`config.mk`:
```
export PLATFORM = sky130hd
export DESIGN_NAME = match_ctrl_flat
export DESIGN_NICKNAME = d
export VERILOG_FILES = /design/src/rtl/game_pkg.sv /design/src/rtl/match_ctrl_if.sv /design/src/rtl/edge_rise.sv /design/src/rtl/match_ctrl.sv /design/src/flat_wrapper.sv
export SDC_FILE = /design/constraint.sdc
export NUM_CORES = 1
export LEC_CHECK = 0
export ABC_AREA = 1
export CORE_MARGIN = 1.5
export CORE_UTILIZATION = 35
export DETAILED_ROUTE_END_ITERATION = 8
export HOLD_SLACK_MARGIN = 0.06
export PLACE_DENSITY_LB_ADDON = 0.12
export REMOVE_ABC_BUFFERS = 1
export SLEW_MARGIN = 40
export SYNTH_ARGS = -nofsm -noshare
export SYNTH_HDL_FRONTEND = slang
export SYNTH_SLANG_ARGS = --single-unit
```
`constraint.sdc`:
```
create_clock -name clk -period 1.7 [get_ports clk]
set_input_delay 0.17 -clock clk [delete_from_list [all_inputs] [get_ports clk]]
set_output_delay 0.17 -clock clk [all_outputs]
set_load 0.02 [all_outputs]
```
`src/rtl/game_pkg.sv`:
```
// Shared constants for the match sequencer: state codes, winner codes,
// parameter defaults and the range clamps applied to them.
package game_pkg;

    typedef logic [2:0] state_t;

    localparam state_t ST_IDLE  = 3'd0;
    localparam state_t ST_SERVE = 3'd1;
    localparam state_t ST_RALLY = 3'd2;
    localparam state_t ST_POINT = 3'd3;
    localparam state_t ST_PAUSE = 3'd4;
    localparam state_t ST_OVER  = 3'd5;

    localparam logic [1:0] WIN_NONE = 2'd0;
    localparam logic [1:0] WIN_P1   = 2'd1;
    localparam logic [1:0] WIN_P2   = 2'd2;

    localparam int DEF_WIN_SCORE    = 7;
    localparam int DEF_SERVE_FRAMES = 60;
    localparam int DEF_POINT_FRAMES = 90;

    // Out-of-range parameters are pulled to the nearest legal value.
    function automatic logic [3:0] clamp_win(input int v);
        logic [31:0] w_v;
        w_v = v;
        if (v < 1)  return 4'd1;
        if (v > 15) return 4'd15;
        return w_v[3:0];
    endfunction

    function automatic logic [7:0] clamp_frames(input int v);
        logic [31:0] w_v;
        w_v = v;
        if (v < 1)   return 8'd1;
        if (v > 255) return 8'd255;
        return w_v[7:0];
    endfunction

endpackage

```
`src/rtl/match_ctrl_if.sv`:
```
// Frame/button/score inputs and sequencer outputs of match_ctrl.
interface match_ctrl_if;
    logic       frame_tick;
    logic       start_btn;
    logic       pause_btn;
    logic       point_pulse;
    logic [3:0] p1_score;
    logic [3:0] p2_score;
    logic       phys_step;
    logic       phys_rst_n;
    logic [2:0] state;
    logic       serve_side;
    logic [7:0] timer;
    logic [1:0] winner;
    logic       match_over;

    modport master (
        output frame_tick, start_btn, pause_btn, point_pulse, p1_score, p2_score,
        input  phys_step, phys_rst_n, state, serve_side, timer, winner, match_over
    );

    modport slave (
        input  frame_tick, start_btn, pause_btn, point_pulse, p1_score, p2_score,
        output phys_step, phys_rst_n, state, serve_side, timer, winner, match_over
    );
endinterface

```
`src/rtl/edge_rise.sv`:
```
// Registered rising-edge detector for a synchronous, debounced level.
module edge_rise (
    input  logic clk,
    input  logic rst_n,
    input  logic i_lvl,
    output logic o_rise
);
    logic r_lvl_d;
    logic r_rise;

    always_ff @(posedge clk or negedge rst_n) begin
        if (!rst_n) begin
            r_lvl_d <= 1'b0;
            r_rise  <= 1'b0;
        end else begin
            r_lvl_d <= i_lvl;
            r_rise  <= i_lvl & ~r_lvl_d;
        end
    end

    assign o_rise = r_rise;
endmodule

```
`src/rtl/match_ctrl.sv`:
```
// Match sequencer: serve countdown, rally stepping, point display, pause, game over.
//
// state | meaning
// IDLE  | waiting for start; physics held as-is
// SERVE | frozen serve countdown on frame ticks
// RALLY | physics stepped once per frame tick
// POINT | score display countdown after a point
// PAUSE | frozen; remembers SERVE or RALLY to resume
// OVER  | match finished, winner shown until start
module match_ctrl
    import game_pkg::*;
#(
    parameter int WIN_SCORE    = DEF_WIN_SCORE,
    parameter int SERVE_FRAMES = DEF_SERVE_FRAMES,
    parameter int POINT_FRAMES = DEF_POINT_FRAMES
) (
    input logic         clk,
    input logic         rst_n,
    match_ctrl_if.slave bus
);
    localparam logic [3:0] WIN_C   = clamp_win(WIN_SCORE);
    localparam logic [7:0] SERVE_C = clamp_frames(SERVE_FRAMES);
    localparam logic [7:0] POINT_C = clamp_frames(POINT_FRAMES);

    logic w_start_rise;
    logic w_pause_rise;
    logic [7:0] w_timer_dec;
    logic w_timer_last;
    logic w_someone_won;

    state_t     r_state;
    state_t     r_ret;
    logic [7:0] r_timer;
    logic       r_serve_side;
    logic [1:0] r_winner;
    logic       r_match_over;
    logic       r_phys_step;
    logic       r_phys_rst_n;
    logic [3:0] r_prev_p1;
    logic [3:0] r_prev_p2;

    edge_rise u_start_edge (.clk(clk), .rst_n(rst_n), .i_lvl(bus.start_btn), .o_rise(w_start_rise));
    edge_rise u_pause_edge (.clk(clk), .rst_n(rst_n), .i_lvl(bus.pause_btn), .o_rise(w_pause_rise));

    assign w_timer_dec   = (r_timer == 8'd0) ? 8'd0 : r_timer - 8'd1;
    assign w_timer_last  = (r_timer <= 8'd1);
    assign w_someone_won = (bus.p1_score >= WIN_C) || (bus.p2_score >= WIN_C);

    always_ff @(posedge clk or negedge rst_n) begin
        if (!rst_n) begin
            r_state      <= ST_IDLE;
            r_ret        <= ST_IDLE;
            r_timer      <= 8'd0;
            r_serve_side <= 1'b0;
            r_winner     <= WIN_NONE;
            r_match_over <= 1'b0;
            r_phys_step  <= 1'b0;
            r_phys_rst_n <= 1'b0;
            r_prev_p1    <= 4'd0;
            r_prev_p2    <= 4'd0;
        end else begin
            r_phys_step  <= 1'b0;
            r_phys_rst_n <= 1'b1;
            case (r_state)
                ST_IDLE: begin
                    if (w_start_rise) begin
                        // Physics scores are being cleared this cycle, so the baseline is zero.
                        r_phys_rst_n <= 1'b0;
                        r_timer      <= SERVE_C;
                        r_serve_side <= 1'b0;
                        r_prev_p1    <= 4'd0;
                        r_prev_p2    <= 4'd0;
                        r_state      <= ST_SERVE;
                    end
                end
                ST_SERVE: begin
                    if (w_pause_rise) begin
                        r_ret   <= ST_SERVE;
                        r_state <= ST_PAUSE;
                    end else if (bus.frame_tick) begin
                        r_timer <= w_timer_dec;
                        if (w_timer_last) r_state <= ST_RALLY;
                    end
                end
                ST_RALLY: begin
                    if (bus.point_pulse) begin
                        r_serve_side <= (bus.p2_score > r_prev_p2);
                        r_timer      <= POINT_C;
                        r_state      <= ST_POINT;
                    end else if (w_pause_rise) begin
                        r_ret   <= ST_RALLY;
                        r_state <= ST_PAUSE;
                    end else if (bus.frame_tick) begin
                        r_phys_step <= 1'b1;
                    end
                end
                ST_POINT: begin
                    if (bus.frame_tick) begin
                        if (!w_timer_last) begin
                            r_timer <= w_timer_dec;
                        end else if (w_someone_won) begin
                            r_timer      <= 8'd0;
                            r_winner     <= (bus.p1_score >= WIN_C) ? WIN_P1 : WIN_P2;
                            r_match_over <= 1'b1;
                            r_state      <= ST_OVER;
                        end else begin
                            r_timer   <= SERVE_C;
                            r_prev_p1 <= bus.p1_score;
                            r_prev_p2 <= bus.p2_score;
                            r_state   <= ST_SERVE;
                        end
                    end
                end
                ST_PAUSE: begin
                    if (w_pause_rise) r_state <= r_ret;
                end
                ST_OVER: begin
                    if (w_start_rise) begin
                        r_winner     <= WIN_NONE;
                        r_match_over <= 1'b0;
                        r_state      <= ST_IDLE;
                    end
                end
                default: r_state <= ST_IDLE;
            endcase
        end
    end

    assign bus.phys_step  = r_phys_step;
    assign bus.phys_rst_n = r_phys_rst_n;
    assign bus.state      = r_state;
    assign bus.serve_side = r_serve_side;
    assign bus.timer      = r_timer;
    assign bus.winner     = r_winner;
    assign bus.match_over = r_match_over;
endmodule

```
`src/flat_wrapper.sv`:
```
// flat-port wrapper written by rule: the top's interface ports become plain ports
module match_ctrl_flat import game_pkg::*;
#(
    parameter int WIN_SCORE    = DEF_WIN_SCORE,
    parameter int SERVE_FRAMES = DEF_SERVE_FRAMES,
    parameter int POINT_FRAMES = DEF_POINT_FRAMES
)
  (clk, rst_n, bus_frame_tick, bus_start_btn, bus_pause_btn, bus_point_pulse, bus_p1_score, bus_p2_score, bus_phys_step, bus_phys_rst_n, bus_state, bus_serve_side, bus_timer, bus_winner, bus_match_over);
  match_ctrl_if bus_i ();
  input logic clk;
  input logic rst_n;
  input wire logic [$bits(bus_i.frame_tick)-1:0] bus_frame_tick;
  input wire logic [$bits(bus_i.start_btn)-1:0] bus_start_btn;
  input wire logic [$bits(bus_i.pause_btn)-1:0] bus_pause_btn;
  input wire logic [$bits(bus_i.point_pulse)-1:0] bus_point_pulse;
  input wire logic [$bits(bus_i.p1_score)-1:0] bus_p1_score;
  input wire logic [$bits(bus_i.p2_score)-1:0] bus_p2_score;
  output wire logic [$bits(bus_i.phys_step)-1:0] bus_phys_step;
  output wire logic [$bits(bus_i.phys_rst_n)-1:0] bus_phys_rst_n;
  output wire logic [$bits(bus_i.state)-1:0] bus_state;
  output wire logic [$bits(bus_i.serve_side)-1:0] bus_serve_side;
  output wire logic [$bits(bus_i.timer)-1:0] bus_timer;
  output wire logic [$bits(bus_i.winner)-1:0] bus_winner;
  output wire logic [$bits(bus_i.match_over)-1:0] bus_match_over;
  assign bus_i.frame_tick = bus_frame_tick;
  assign bus_i.start_btn = bus_start_btn;
  assign bus_i.pause_btn = bus_pause_btn;
  assign bus_i.point_pulse = bus_point_pulse;
  assign bus_i.p1_score = bus_p1_score;
  assign bus_i.p2_score = bus_p2_score;
  assign bus_phys_step = bus_i.phys_step;
  assign bus_phys_rst_n = bus_i.phys_rst_n;
  assign bus_state = bus_i.state;
  assign bus_serve_side = bus_i.serve_side;
  assign bus_timer = bus_i.timer;
  assign bus_winner = bus_i.winner;
  assign bus_match_over = bus_i.match_over;
  match_ctrl #(.WIN_SCORE(WIN_SCORE), .SERVE_FRAMES(SERVE_FRAMES), .POINT_FRAMES(POINT_FRAMES)) u_core (.clk(clk), .rst_n(rst_n), .bus(bus_i));
endmodule
```
==> results.tsv <==
stage	metric	value	unit
grt	first-pass GRT wire length	7180	um
clocking	clk root buf	clkbuf_8	
yosys	post-synthesis adder-cell area fraction	4.81	%
min_path	Hold/Removal Path Class	in2async	
floorplan	core area	5070	um^2
floorplan	Die X	75.1	um
worst_setup_path	CP endpoint kind	primary output	
drt	DRT Pass-1 Iters	4	
worst_setup_path	CP required	1.53	ns
sta	fmax	0.612	GHz
yosys	largest family of logic cells by synthesized area	simple AND/OR/NAND/NOR gates	
drt	initial DRC count	79	
drt	DR DRC count	0	
pwr	Flop pwr share	26.2	%
pwr	switching portion of total power	47.1	%
pwr	Power Total	0.00391	W
yosys	Synth Area in Compound Gates	7.49	%
drt	Final Routed Wirelength	4450	um
worst_setup_path	setup slack, reg-to-reg	0.09	ns
outcome	status	finished, final reports clean	
clocking	CTS tree	done	
yosys	synthesized instance count	254	
sta	Worst Skew	0.00734	ns
placed_design	placed cells	369	
pwr	LEAKAGE	1.24	nW
layout	most common cell after layout, fill and taps aside	nand2_1	
sta	Tcrit/Tclk final	96.1	%
grt	antenna violations before repair	0	
layout	final-layout fill cell count	524	
floorplan	die height	75.1	um
worst_setup_path	Crit path top cell by count	buf_4	
yosys	synthesized area per cell	7.17	um^2
pwr	Sw Pwr	0.00184	W
yosys	Post-Synth XOR/XNOR Area	0	%
floorplan	Std-Cell Rows	26	
sta	final hold vios	0	
floorplan	Initial Util	35.9	%
sta	WHS	0.261	ns
yosys	post-synthesis cell area	1820	um^2
flow_run	Max Cap Viol	0	
layout	share of cells above drive strength 1	21.8	%
drt	number of vias in the routed layout	1752	
pwr	Clock power frac	9.7	%
worst_setup_path	Bufs and invs on worst path	3	
sta	final number of max-transition violations	0	
placed_design	GPL Wtd Cong	0.872	
worst_setup_path	Worst path max stage delay	0.53	ns
sta	unrepaired setup endpoints after global routing	yes	
worst_setup_path	CP startpoint kind	flip-flop	
layout	Area Growth Syn to Fin	36.4	%
worst_setup_path	worst path cell trace	buf_4, buf_4, clkdlybuf4s50_1	
yosys	sequential share of the synthesized area	37.1	%
yosys	flops & latches, synth	27	
worst_setup_path	CP top delay family	buffers and inverters	
sta	slew of the pin with the lowest slew margin	0.371	ns
clocking	clk slew on worst S/H paths	0.10	ns
drt	vias per cell	4.59	
sta	minimum clock period	1.63	ns
pwr	Max VDD drop	0.708	mV
yosys	simple-gate area share of the yosys netlist	42.4	%
sta	Slew headroom	75.3	%
yosys	mux contribution to synthesized area	0	%
grt	largest net degree at the start of global routing	28	
layout	fin cells	382	
worst_setup_path	CP max stage cell	clkdlybuf4s50_1	
drt	DRT antenna net count	0	
floorplan	die area	5640	um^2
clocking	Clk Latency, worst-skew pair	0.28	ns
worst_setup_path	critical path type	reg2out	
grt	vias in the first global route	1532	
clocking	Inserted Clock Buffers	3	
clocking	Max Buffers Root-to-Sink	2	
layout	diode count	0	
sta	Setup TNS Final	0	ns
yosys	Yosys warning total	0	
pwr	Cell Pwr Density	1570	nW/um^2
layout	Final Core Density	48.9	%
pwr	Gate power share	64.1	%
grt	Tot GR Track Use	16.7	%
drt	routed len/inst	11.6	um
yosys	Synth cell types	29	
worst_setup_path	crit path DAT	1.46	ns
placed_design	post-DP HPWL	3380	um
layout	Post-layout nets	334	
floorplan	# IOs	31	
clocking	H-Tree Level Count	1	
sta	Setup violations, final	0	
layout	most frequent cells in the layout	nand2_1 (66), nor2_1 (34), clkdlybuf4s50_1 (29)	
placed_design	Port Buffers	30	
pwr	Int Pwr	0.00207	W
grt	GRT overflow	0	
worst_setup_path	critical path peak fanout	3	
clocking	CTS sink cnt	27	
flip-flops by register name, indices dropped and copies added, names as in the netlist:
signal / count
u_core.bus.match_over: 1
u_core.bus.serve_side: 1
u_core.r_ret: 2
u_core.bus.timer: 8
u_core.u_pause_edge.o_rise: 1
u_core.u_start_edge.o_rise: 1
u_core.bus.state: 3
u_core.bus.winner: 2
u_core.u_pause_edge.r_lvl_d: 1
u_core.u_start_edge.r_lvl_d: 1
u_core.r_prev_p2: 4
u_core.bus.phys_rst_n: 1
u_core.bus.phys_step: 1
power groups by stage:
stage                     clock, W  combinational, W  sequential, W
after global placement           0           0.00235        0.00103
after global routing      0.000424           0.00281        0.00105
after detailed placement         0           0.00235        0.00103
final                     0.000378           0.00251        0.00102
after CTS                 0.000399           0.00236        0.00102
after floorplan                  0           0.00133        0.00120
synthesized netlist by cell type:
cell       number  area share, %
nor2_4          3            1.9
inv_4           1           0.34
nand2_2         9            3.1
o2bb2ai_1       1           0.48
a21boi_0        2           0.82
o21ai_2         2           0.96
nand3_1        23            6.3
ha_1            7            4.8
o2111ai_1       1           0.48
o21ai_0         3           0.82
a21oi_1         9            2.5
nand2_1        69             14
inv_2           4           0.82
nand3b_2        1           0.62
inv_1          32            6.6
dfrtp_1        27             37
buf_4           1           0.41
o211ai_1        1           0.41
nand3b_1        4            1.6
nor3_1          3           0.82
nor2_8          1            1.1
o22ai_1         1           0.34
nor3_4          1           0.89
nor2_2          4            1.4
o21a_1          1           0.41
o21ai_1         1           0.27
nor2_1         35            7.2
nand4_1         4            1.4
nand2_4         3            1.9
path summary, 6_finish.rpt:
path	to	depth (start not counted)	startpoint
max in group asynchronous	u_core.bus.state[2]$_DFFE_PN0P_	2	rst_n
hold reg to reg	u_core.u_pause_edge.o_rise$_DFF_PN0_	1	u_core.u_pause_edge.r_lvl_d$_DFF_PN0_
hold / removal	u_core.bus.winner[0]$_DFFE_PN0P_	2	rst_n
setup reg to reg	u_core.r_prev_p2[0]$_DFFE_PN0P_	11	u_core.bus.timer[0]$_DFFE_PN0P_
min in group clk	u_core.u_start_edge.r_lvl_d$_DFF_PN0_	1	bus_start_btn
setup / recovery	bus_timer[1]	3	u_core.bus.timer[1]$_DFFE_PN0P_
metrics by stage:
| step | worst slack, ns | instance area [um^2] |
|---|---|---|
| 4_1_cts | 0.0308 | 2370 |
| 3_5_place_dp | 0.0492 | 2320 |
| 5_1_grt | -0.0508 | 2480 |
| 6_report | 0.0668 | 2480 |
| 3_3_place_gp | 0.0809 | 2320 |
| 2_1_floorplan | -0.0887 | 1810 |
final cells by class:
class	count	area (um^2)	share of cell area, %
Multi-Input combinational cell	189	1040	41.7
Tap cell	70	87.6	3.53
Clock buffer	4	45.0	1.81
Sequential cell	27	677	27.3
Timing Repair Buffer	55	494	19.9
Inverter	37	144	5.79
worst register-to-register path, cell delays in order, from the launching register on:
cell,delay [ns]
dfrtp_1,0.43
inv_2,0.10
ha_4,0.14
inv_2,0.04
nand2_2,0.06
nand2_2,0.06
nor2_4,0.16
nor2_2,0.07
nor3_4,0.22
nand2_2,0.12
nand2_1,0.08
nand2_1,0.05
metal layers:
metal,global-route usage (%),part of all wire [%],vias up
met5,0,0,-
met4,5.86,1.7,0
met3,2.41,4.0,6
met2,24.7,44,38
met1,24.6,50,786
li1,-,-,922
cells by family (layout without fill, tap and decap cells):
logic type                 after synthesis  in the layout
AOI/OAI and AO/OA                       22             22
adders and majority gates                7              7
buffers and inverters                   38             96
DFF                                     27             27
and+or+nand+nor                        160            160
repair_timing:
action / 4_1_cts / 5_1_grt
buffers inserted: 0 / 9
hold buffers: 0 / 0
resized for setup: 0 / 18
setup endpoints to repair: 0 / 18
Note: power is estimated with default switching activity, not from simulation.
